===== config.mk =====
export PLATFORM = sky130hd
export DESIGN_NAME = uart_rx_fifo_wr
export DESIGN_NICKNAME = d
export VERILOG_FILES = /design/src/rtl/uart_rx_pkg.sv /design/src/rtl/sync_2ff.sv /design/src/rtl/uart_rx_fifo_wr.sv
export SDC_FILE = /design/constraint.sdc
export NUM_CORES = 1
export LEC_CHECK = 0
export ABC_AREA = 0
export BUFFER_PORTS_ARGS = -buffer_cell sky130_fd_sc_hd__buf_2
export CORE_UTILIZATION = 55
export CTS_CLUSTER_DIAMETER = 50
export DETAILED_ROUTE_END_ITERATION = 6
export PLACE_DENSITY = 0.8
export SLEW_MARGIN = 30
export SYNTH_ARGS = -nofsm -noshare
export SYNTH_HDL_FRONTEND = slang
export SYNTH_SLANG_ARGS = --single-unit

===== constraint.sdc =====
create_clock -name clk -period 3.3 [get_ports clk]
set_clock_uncertainty 0.2 [all_clocks]
set_input_delay 0 -clock clk [delete_from_list [all_inputs] [get_ports clk]]
set_output_delay 0 -clock clk [all_outputs]
set_load 0.02 [all_outputs]

===== src/rtl/uart_rx_pkg.sv =====
// rtl/uart_rx_pkg.sv - shared types and constants for the UART receive front end
package uart_rx_pkg;

  // IDLE/START/DATA/STOP always exist. PARITY is reachable only when
  // UART_RX_PARITY_EN is defined.
  typedef enum logic [2:0] {
    IDLE   = 3'd0,
    START  = 3'd1,
    DATA   = 3'd2,
    PARITY = 3'd3,
    STOP   = 3'd4
  } state_e;

  localparam int                  DATA_W       = 8;
  localparam int                  DROP_CNT_W   = 8;
  localparam logic [DROP_CNT_W-1:0] DROP_CNT_MAX = 8'd255;

  // Increment that sticks at DROP_CNT_MAX instead of wrapping.
  function automatic logic [DROP_CNT_W-1:0] drop_sat_inc(input logic [DROP_CNT_W-1:0] v);
    return (v == DROP_CNT_MAX) ? v : v + 8'd1;
  endfunction

endpackage


===== src/rtl/sync_2ff.sv =====
// rtl/sync_2ff.sv - two-flop synchronizer with a configurable reset value
module sync_2ff #(
  parameter logic RST_VAL = 1'b1
) (
  input  logic clk,
  input  logic rst,
  input  logic d_i,
  output logic q_o
);

  logic meta_q;
  logic sync_q;

  // Two back-to-back flops. Both reset to RST_VAL so an idle-high line does
  // not look like an edge when reset is released.
  always_ff @(posedge clk) begin
    if (rst) begin
      meta_q <= RST_VAL;
      sync_q <= RST_VAL;
    end else begin
      meta_q <= d_i;
      sync_q <= meta_q;
    end
  end

  assign q_o = sync_q;

endmodule


===== src/rtl/uart_rx_fifo_wr.sv =====
// rtl/uart_rx_fifo_wr.sv - UART 8N1/8E1 receiver writing bytes into a FIFO; optional macro UART_RX_PARITY_EN
module uart_rx_fifo_wr
  import uart_rx_pkg::*;
#(
  parameter int CLKS_PER_BIT = 16
) (
  input  logic                  clk,
  input  logic                  rst,
  input  logic                  rx,
  input  logic                  full,
  output logic                  wr,
  output logic [DATA_W-1:0]     din,
  output logic                  busy,
  output logic                  frame_err,
  output logic                  parity_err,
  output logic                  overrun,
  input  logic                  ovr_clr,
  output logic [DROP_CNT_W-1:0] drop_cnt
);

  localparam int            CW      = $clog2(CLKS_PER_BIT);
  localparam logic [CW-1:0] HALF_M1 = CW'(CLKS_PER_BIT / 2 - 1);
  localparam logic [CW-1:0] BIT_M1  = CW'(CLKS_PER_BIT - 1);
  localparam logic [CW-1:0] CNT_ONE = {{(CW - 1){1'b0}}, 1'b1};

  logic rx_s;

  state_e                  state_q, state_d;
  logic                    rx_prev_q;
  logic [CW-1:0]           cnt_q, cnt_d;
  logic [2:0]              idx_q, idx_d;
  logic [DATA_W-1:0]       data_q, data_d;
  logic                    wr_q, wr_d;
  logic [DATA_W-1:0]       din_q, din_d;
  logic                    ferr_q, ferr_d;
  logic                    ovr_q, ovr_d;
  logic [DROP_CNT_W-1:0]   drop_q, drop_d;
  logic                    par_bad;
`ifdef UART_RX_PARITY_EN
  logic                    par_q, par_d;
  logic                    perr_q, perr_d;
`endif

  logic start_edge;
  logic start_chk;
  logic bit_end;

  sync_2ff #(
    .RST_VAL (1'b1)
  ) u_sync (
    .clk (clk),
    .rst (rst),
    .d_i (rx),
    .q_o (rx_s)
  );

  assign start_edge = rx_prev_q & ~rx_s;
  assign start_chk  = (state_q == START) && (cnt_q == HALF_M1);
  assign bit_end    = (state_q != IDLE) && (state_q != START) && (cnt_q == BIT_M1);

`ifdef UART_RX_PARITY_EN
  assign par_bad = ^{data_q, par_q};
`else
  assign par_bad = 1'b0;
`endif

  // State register; reset aborts any frame in progress.
  always_ff @(posedge clk) begin
    if (rst) state_q <= IDLE;
    else     state_q <= state_d;
  end

  // Next-state: each non-idle state ends on its own sample point.
  always_comb begin
    state_d = state_q;
    unique case (state_q)
      IDLE:   if (start_edge) state_d = START;
      START:  if (start_chk)  state_d = rx_s ? IDLE : DATA;
      DATA: begin
        if (bit_end && (idx_q == 3'd7)) begin
`ifdef UART_RX_PARITY_EN
          state_d = PARITY;
`else
          state_d = STOP;
`endif
        end
      end
`ifdef UART_RX_PARITY_EN
      PARITY: if (bit_end) state_d = STOP;
`else
      PARITY: state_d = IDLE;
`endif
      STOP:   if (bit_end) state_d = IDLE;
      default: state_d = IDLE;
    endcase
  end

  // Datapath and flag next values, decided at each sample point.
  always_comb begin
    cnt_d  = (state_q == IDLE || start_chk || bit_end) ? '0 : cnt_q + CNT_ONE;
    idx_d  = idx_q;
    data_d = data_q;
    wr_d   = 1'b0;
    din_d  = din_q;
    ferr_d = 1'b0;
    ovr_d  = ovr_q;
    drop_d = drop_q;
`ifdef UART_RX_PARITY_EN
    par_d  = par_q;
    perr_d = 1'b0;
`endif
    if (start_chk) idx_d = 3'd0;
    if (bit_end && state_q == DATA) begin
      data_d[idx_q] = rx_s;
      idx_d         = idx_q + 3'd1;
    end
`ifdef UART_RX_PARITY_EN
    if (bit_end && state_q == PARITY) par_d = rx_s;
`endif
    if (bit_end && state_q == STOP) begin
      if (!rx_s) begin
        ferr_d = 1'b1;
      end else if (par_bad) begin
`ifdef UART_RX_PARITY_EN
        perr_d = 1'b1;
`endif
      end else if (!full) begin
        wr_d  = 1'b1;
        din_d = data_q;
      end else begin
        // Dropped byte; a simultaneous clear still leaves this drop counted.
        ovr_d  = 1'b1;
        drop_d = ovr_clr ? 8'd1 : drop_sat_inc(drop_q);
      end
    end
    if (ovr_clr && !(bit_end && state_q == STOP && rx_s && !par_bad && full)) begin
      ovr_d  = 1'b0;
      drop_d = '0;
    end
  end

  // Datapath registers, edge-detect history and registered output flags.
  always_ff @(posedge clk) begin
    if (rst) begin
      rx_prev_q <= 1'b1;
      cnt_q     <= '0;
      idx_q     <= 3'd0;
      data_q    <= '0;
      wr_q      <= 1'b0;
      din_q     <= '0;
      ferr_q    <= 1'b0;
      ovr_q     <= 1'b0;
      drop_q    <= '0;
`ifdef UART_RX_PARITY_EN
      par_q     <= 1'b0;
      perr_q    <= 1'b0;
`endif
    end else begin
      rx_prev_q <= rx_s;
      cnt_q     <= cnt_d;
      idx_q     <= idx_d;
      data_q    <= data_d;
      wr_q      <= wr_d;
      din_q     <= din_d;
      ferr_q    <= ferr_d;
      ovr_q     <= ovr_d;
      drop_q    <= drop_d;
`ifdef UART_RX_PARITY_EN
      par_q     <= par_d;
      perr_q    <= perr_d;
`endif
    end
  end

  assign busy      = (state_q != IDLE);
  assign wr        = wr_q;
  assign din       = din_q;
  assign frame_err = ferr_q;
  assign overrun   = ovr_q;
  assign drop_cnt  = drop_q;
`ifdef UART_RX_PARITY_EN
  assign parity_err = perr_q;
`else
  assign parity_err = 1'b0;
`endif

endmodule


# After elaboration in Yosys (flattened, before gate mapping)
# Index checks and enable logic that the tools add are counted.
# Widths: inputs -> output; s select.
# word_totals
reg_bits	40
input_bits	5
out_inout_bits	21
elab_cells	73
# op_classes
addsub	3
n_lt_le_gt_ge	2
eq_ne	13
muxes	15
n_bitwise	4
reduce_logical	24
# ops
operator	count
$mux 3	6
$mux 8	2
$pmux 3 s4	1
$logic_and 1x1->1	10
$ne 2x2->1 const B	5
$add 8x1->8 const B	1
$bwmux 8	1
$eq 8x8->1 const B	1
$reduce_and 4->1	2
$eq 3x3->1 const B	2
$reduce_and 3->1	2
$reduce_or 2->1	3
$add 4x1->4 const B	1
$eq 4x3->1 const B	1
$eq 4x4->1 const B	1
$lt 3x4->1 const B	1
$add 3x1->3 const B	1
$demux 1 s3	1
$eq 3x1->1 const B	1
$eq 3x2->1 const B	1
$ge 3x1->1 const B	1
$logic_not 3->1	1
$mux 1	3
$ne 3x1->1 const B	1
8 further kinds	11

# Logic depth before layout (Yosys ltp)
# depth
depth_word	9
ltp_mapped	6
depth_no_buf	6

# Modules after synthesis
# Synthesis repeated with hierarchy kept, for this count alone.
# unflattened
cells_unflattened	202
area_unflattened_um2	1843.0
# by_module_without_submodules
mod	instances	cells_each	area_per_inst_um2	seq_area_each_um2
uart_rx_fifo_wr	1	198	1790.5	760.7
sync_2ff	1	4	52.6	40.0

# Worst setup path after synthesis
# Ideal clock, no wire load.
# synth_timing
path_kind	register to register
from	register cnt_q[0]
to	register drop_q[4], in the netlist drop_cnt[4]
setup_ns	0.070
arrival_time_ns	1.619
required_ns	3.030
setup_slack_ns	1.411
stages_incl_launch_ff	7
n_path_buf	1
synth_period_minus_slack_ns	1.889
path_cell_list	dfxtp_1 > ha_1 > and4b_4 > o211ai_2 > buf_6 > or4_1 > a21oi_1
# synth_between
elab_chain_len	8
elab_cells_between_ends	9
cone_classes	eq/ne: 1; reduce/logical: 8
# synth_lines
element	line_no	text
start: declaration	uart_rx_fifo_wr.sv:30	logic [CW-1:0] cnt_q, cnt_d;
start signal: assignment	uart_rx_fifo_wr.sv:160	cnt_q <= cnt_d;
$eq 4x4->1 (*)	uart_rx_fifo_wr.sv:59	assign bit_end = (state_q != IDLE) && (state_q != START) && (cnt_q == BIT_M1);
$logic_and 1x1->1 (*)	uart_rx_fifo_wr.sv:59	
$logic_and 1x1->1 (*)	uart_rx_fifo_wr.sv:120, uart_rx_fifo_wr.sv:136	
$logic_and 1x1->1 (2 in series)	uart_rx_fifo_wr.sv:136	if (ovr_clr && !(bit_end && state_q == STOP && rx_s && !par_bad && full)) begin
$logic_not 1->1	uart_rx_fifo_wr.sv:136	
$logic_and 1x1->1	uart_rx_fifo_wr.sv:136	
$reduce_or 2->1 (no line)	-	
end signal: assignment	uart_rx_fifo_wr.sv:167	drop_q <= drop_d;
end: declaration	uart_rx_fifo_wr.sv:37	logic [DROP_CNT_W-1:0] drop_q, drop_d;
# Every way passes the cells marked *; elsewhere a longest branch is shown, timed or not.
# A chain may end at the register's enable or synchronous reset.

# Final worst setup path
# layout_timing
from	register cnt_q[0]
to	register drop_q[2], in the netlist drop_cnt[2]
# Same word-level chain as after synthesis.

==> impl_metrics.ini <==
[run_status]
outcome = complete, no violations

[logic_synthesis]
ys_seq_area_frac = 0.435
ys_top_cells_by_area = dfxtp_1 (44%), mux2i_1 (9.3%), nor2_1 (6.9%)
synth_common_cells = dfxtp_1 (40), nor2_1 (34), mux2i_1 (17), a21oi_1 (10), clkbuf_1 (9)
synth.most_common_cell = dfxtp_1
synth-seq-cells = 40
synth-edff-count = 0
syn_nets = 210
syn-cell-area_mm2 = 0.00184
syn_inst = 201
yosysTopAreaCell = dfxtp_1
synth_warnings = 0
synth-main-ff-cell = dfxtp_1
post_synth.cell_area_avg_um2 = 9.15
ys_async_sr_fraction = 0
yosysUniqueCellTypes = 49
netlist.area_leader.share = 0.435

[final_layout]
n_antenna_cell = 0
area_growth_syn_to_layout_pct = 11.6
multi_input_area_um2 = 960
n_fill_cell = 260
drive_gt1_frac = 0.194
finalInstanceArea_mm2 = 0.00205
finalNetCount = 231
register_area_um2 = 801

[cts]
cts_num_sinks = 40
cts_setup_buffers = 0
h-tree-depth = 2
root_buffer = clkbuf_4
clk_path_buf_depth = 2
clk_latency_ps = 340
cts_made_buffers = 5
cts_tree = done
clk_pin_slew_worst_paths_ps = 110

[timing]
setup_slack_ps = 1180
relSlewSlack = 0.463
max_freq_mhz = 472
tns_ps = 0
worst_pin_slew_ps = 803
min_period_ps = 2120
fin_crit_sh = 0.642
setup_violations = 0
hold_violations = 0
whs_ps = 177
rsz0062_at_grt = no
maxSlewViolCount = 0

[placed_design]
dp_hpwl_um = 2450
pre_cts_ws_ps = 1230
dpl_cell_area_mm2 = 0.00195
gp_congestion = 0.812
port_buffers = 24

[worst_setup_path]
crit_type = reg -> reg
ff2ff_path_depth = 5
worstPathArrival_ps = 2190
r2r_setup_slack_ps = 1180
r2r-end = drop_cnt[2]$_SDFFE_PP0P_
crit_path_max_fanout = 13
required_ps = 3370
end_kind = flop
startpoint_type = flop
r2r_start = cnt_q[0]$_SDFF_PP0_

[power]
power_density_mw_per_mm2 = 383
p_leak_nw = 0.827
finalPower_mw = 0.787
irDropWorstVdd_mv = 0.273

[die]
die_h_um = 59.8
io_pins = 26
core_area_mm2 = 0.00310
dieArea_mm2 = 0.00358
initial_core_util = 0.593
die_w_um = 59.8
fp-row-count = 20

[route]
viasPerCell = 5.65
avgRoutedWirePerCell_um = 13.5
wl_um = 3600
final_antenna_net_count = 0
vias = 1504
drc = 0
dr.pass1.iters = 4
drt_iter0_markers = 78

[job]
drv_cap = 0

[worst_hold_path]
hold_path_startpoint = rx
min_to = u_sync.meta_q$_SDFF_PP1_
hold_depth = 3
hold_path.class = in -> reg

[global_routing]
grt_max_degree = 30
antenna_found_initial = 0
globalRouteOverflowTotal = 0
grt_pass1_wl_um = 6130
grt_pass1_vias = 1340
track_usage = 0.231
==> through the flow <==
| stage | util | std cells |
|---|---|---|
| floorplan | - | 201 |
| global placement | 0.627 | 255 |
| detailed placement | 0.627 | 255 |
| CTS | 0.661 | 266 |
| global route | 0.661 | 266 |
| finish | 0.661 | 266 |
==> layout make-up <==
type | instances | area share
tap | 44 | 0.0268
clock buffer | 7 | 0.0317
inverter | 3 | 0.00549
multi-input combinational | 144 | 0.468
timing repair buffer | 28 | 0.0780
sequential | 40 | 0.390
==> power breakdown <==
part | switching [mW] | total [mW] | internal [mW]
clock network | 0.150 | 0.271 | 0.121
logic | 0.0158 | 0.0266 | 0.0109
registers | 0.00423 | 0.489 | 0.485
==> per-layer routing <==
layer	global-route usage	vias to the layer above	part of all wire
li1	-	760	-
met1	0.306	711	0.48
met2	0.356	28	0.47
met3	0.0584	5	0.037
met4	0.0963	0	0.015
met5	0	-	0
==> worst max-delay path by stage <==
stage                                        from                  endpoint  slack, ps  cells after the start
after floorplan               cnt_q[0]$_SDFF_PP0_  drop_cnt[4]$_SDFFE_PP0P_       1410                      6
after global placement      u_sync.q_o$_SDFF_PP1_  drop_cnt[5]$_SDFFE_PP0P_       1240                      4
after detailed placement      cnt_q[0]$_SDFF_PP0_  drop_cnt[2]$_SDFFE_PP0P_       1230                      5
after CTS                     cnt_q[0]$_SDFF_PP0_  drop_cnt[2]$_SDFFE_PP0P_       1190                      5
after global routing      state_q[1]$_SDFFE_PP0P_    data_q[0]$_SDFFE_PP0P_        980                      4
final                         cnt_q[0]$_SDFF_PP0_  drop_cnt[2]$_SDFFE_PP0P_       1180                      5
==> cell usage in the layout, fill, tap and decap left out, drive strengths merged, types with 4 or more instances in the layout <==
master	n
nor2	34
clkbuf	7
buf	24
nand2	8
mux2i	17
dlygate4sd3	4
ha	4
nand4b	4
nand3	5
dfxtp	40
nand4	6
nor3	5
o21ai	5
a21oi	10
==> flip-flops by register name (all words and copies together), names as in the netlist <==
signal         cells
cnt_q              4
data_q             8
din                8
drop_cnt           8
frame_err          1
idx_q              3
overrun            1
rx_prev_q          1
state_q            3
u_sync.meta_q      1
u_sync.q_o         1
wr                 1
==> cell families after synthesis <==
| kind of cell | Yosys count | share of synthesized area |
|---|---|---|
| and+or+nand+nor | 92 | 0.293 |
| DFF | 40 | 0.435 |
| AOI/OAI and AO/OA | 28 | 0.0973 |
| muxes | 17 | 0.0925 |
| buffers and inverters | 17 | 0.0429 |
| adders and majority gates | 4 | 0.0272 |
| xor gates and xnor gates | 2 | 0.00953 |
| other | 1 | 0.00204 |
==> timing repair <==
item                      4_1_cts  5_1_grt
gates resized for setup         0        0
hold endpoints to repair       30        0
hold buffers                    4        0
==> critical path, stage by stage (launching register included) <==
cell and delay, ps:
dfxtp_1 380, ha_1 290, and4b_4 300, o211ai_2 220
or4b_1 520, a21oi_1 150
No activity file was read; power rests on OpenSTA's default activity.
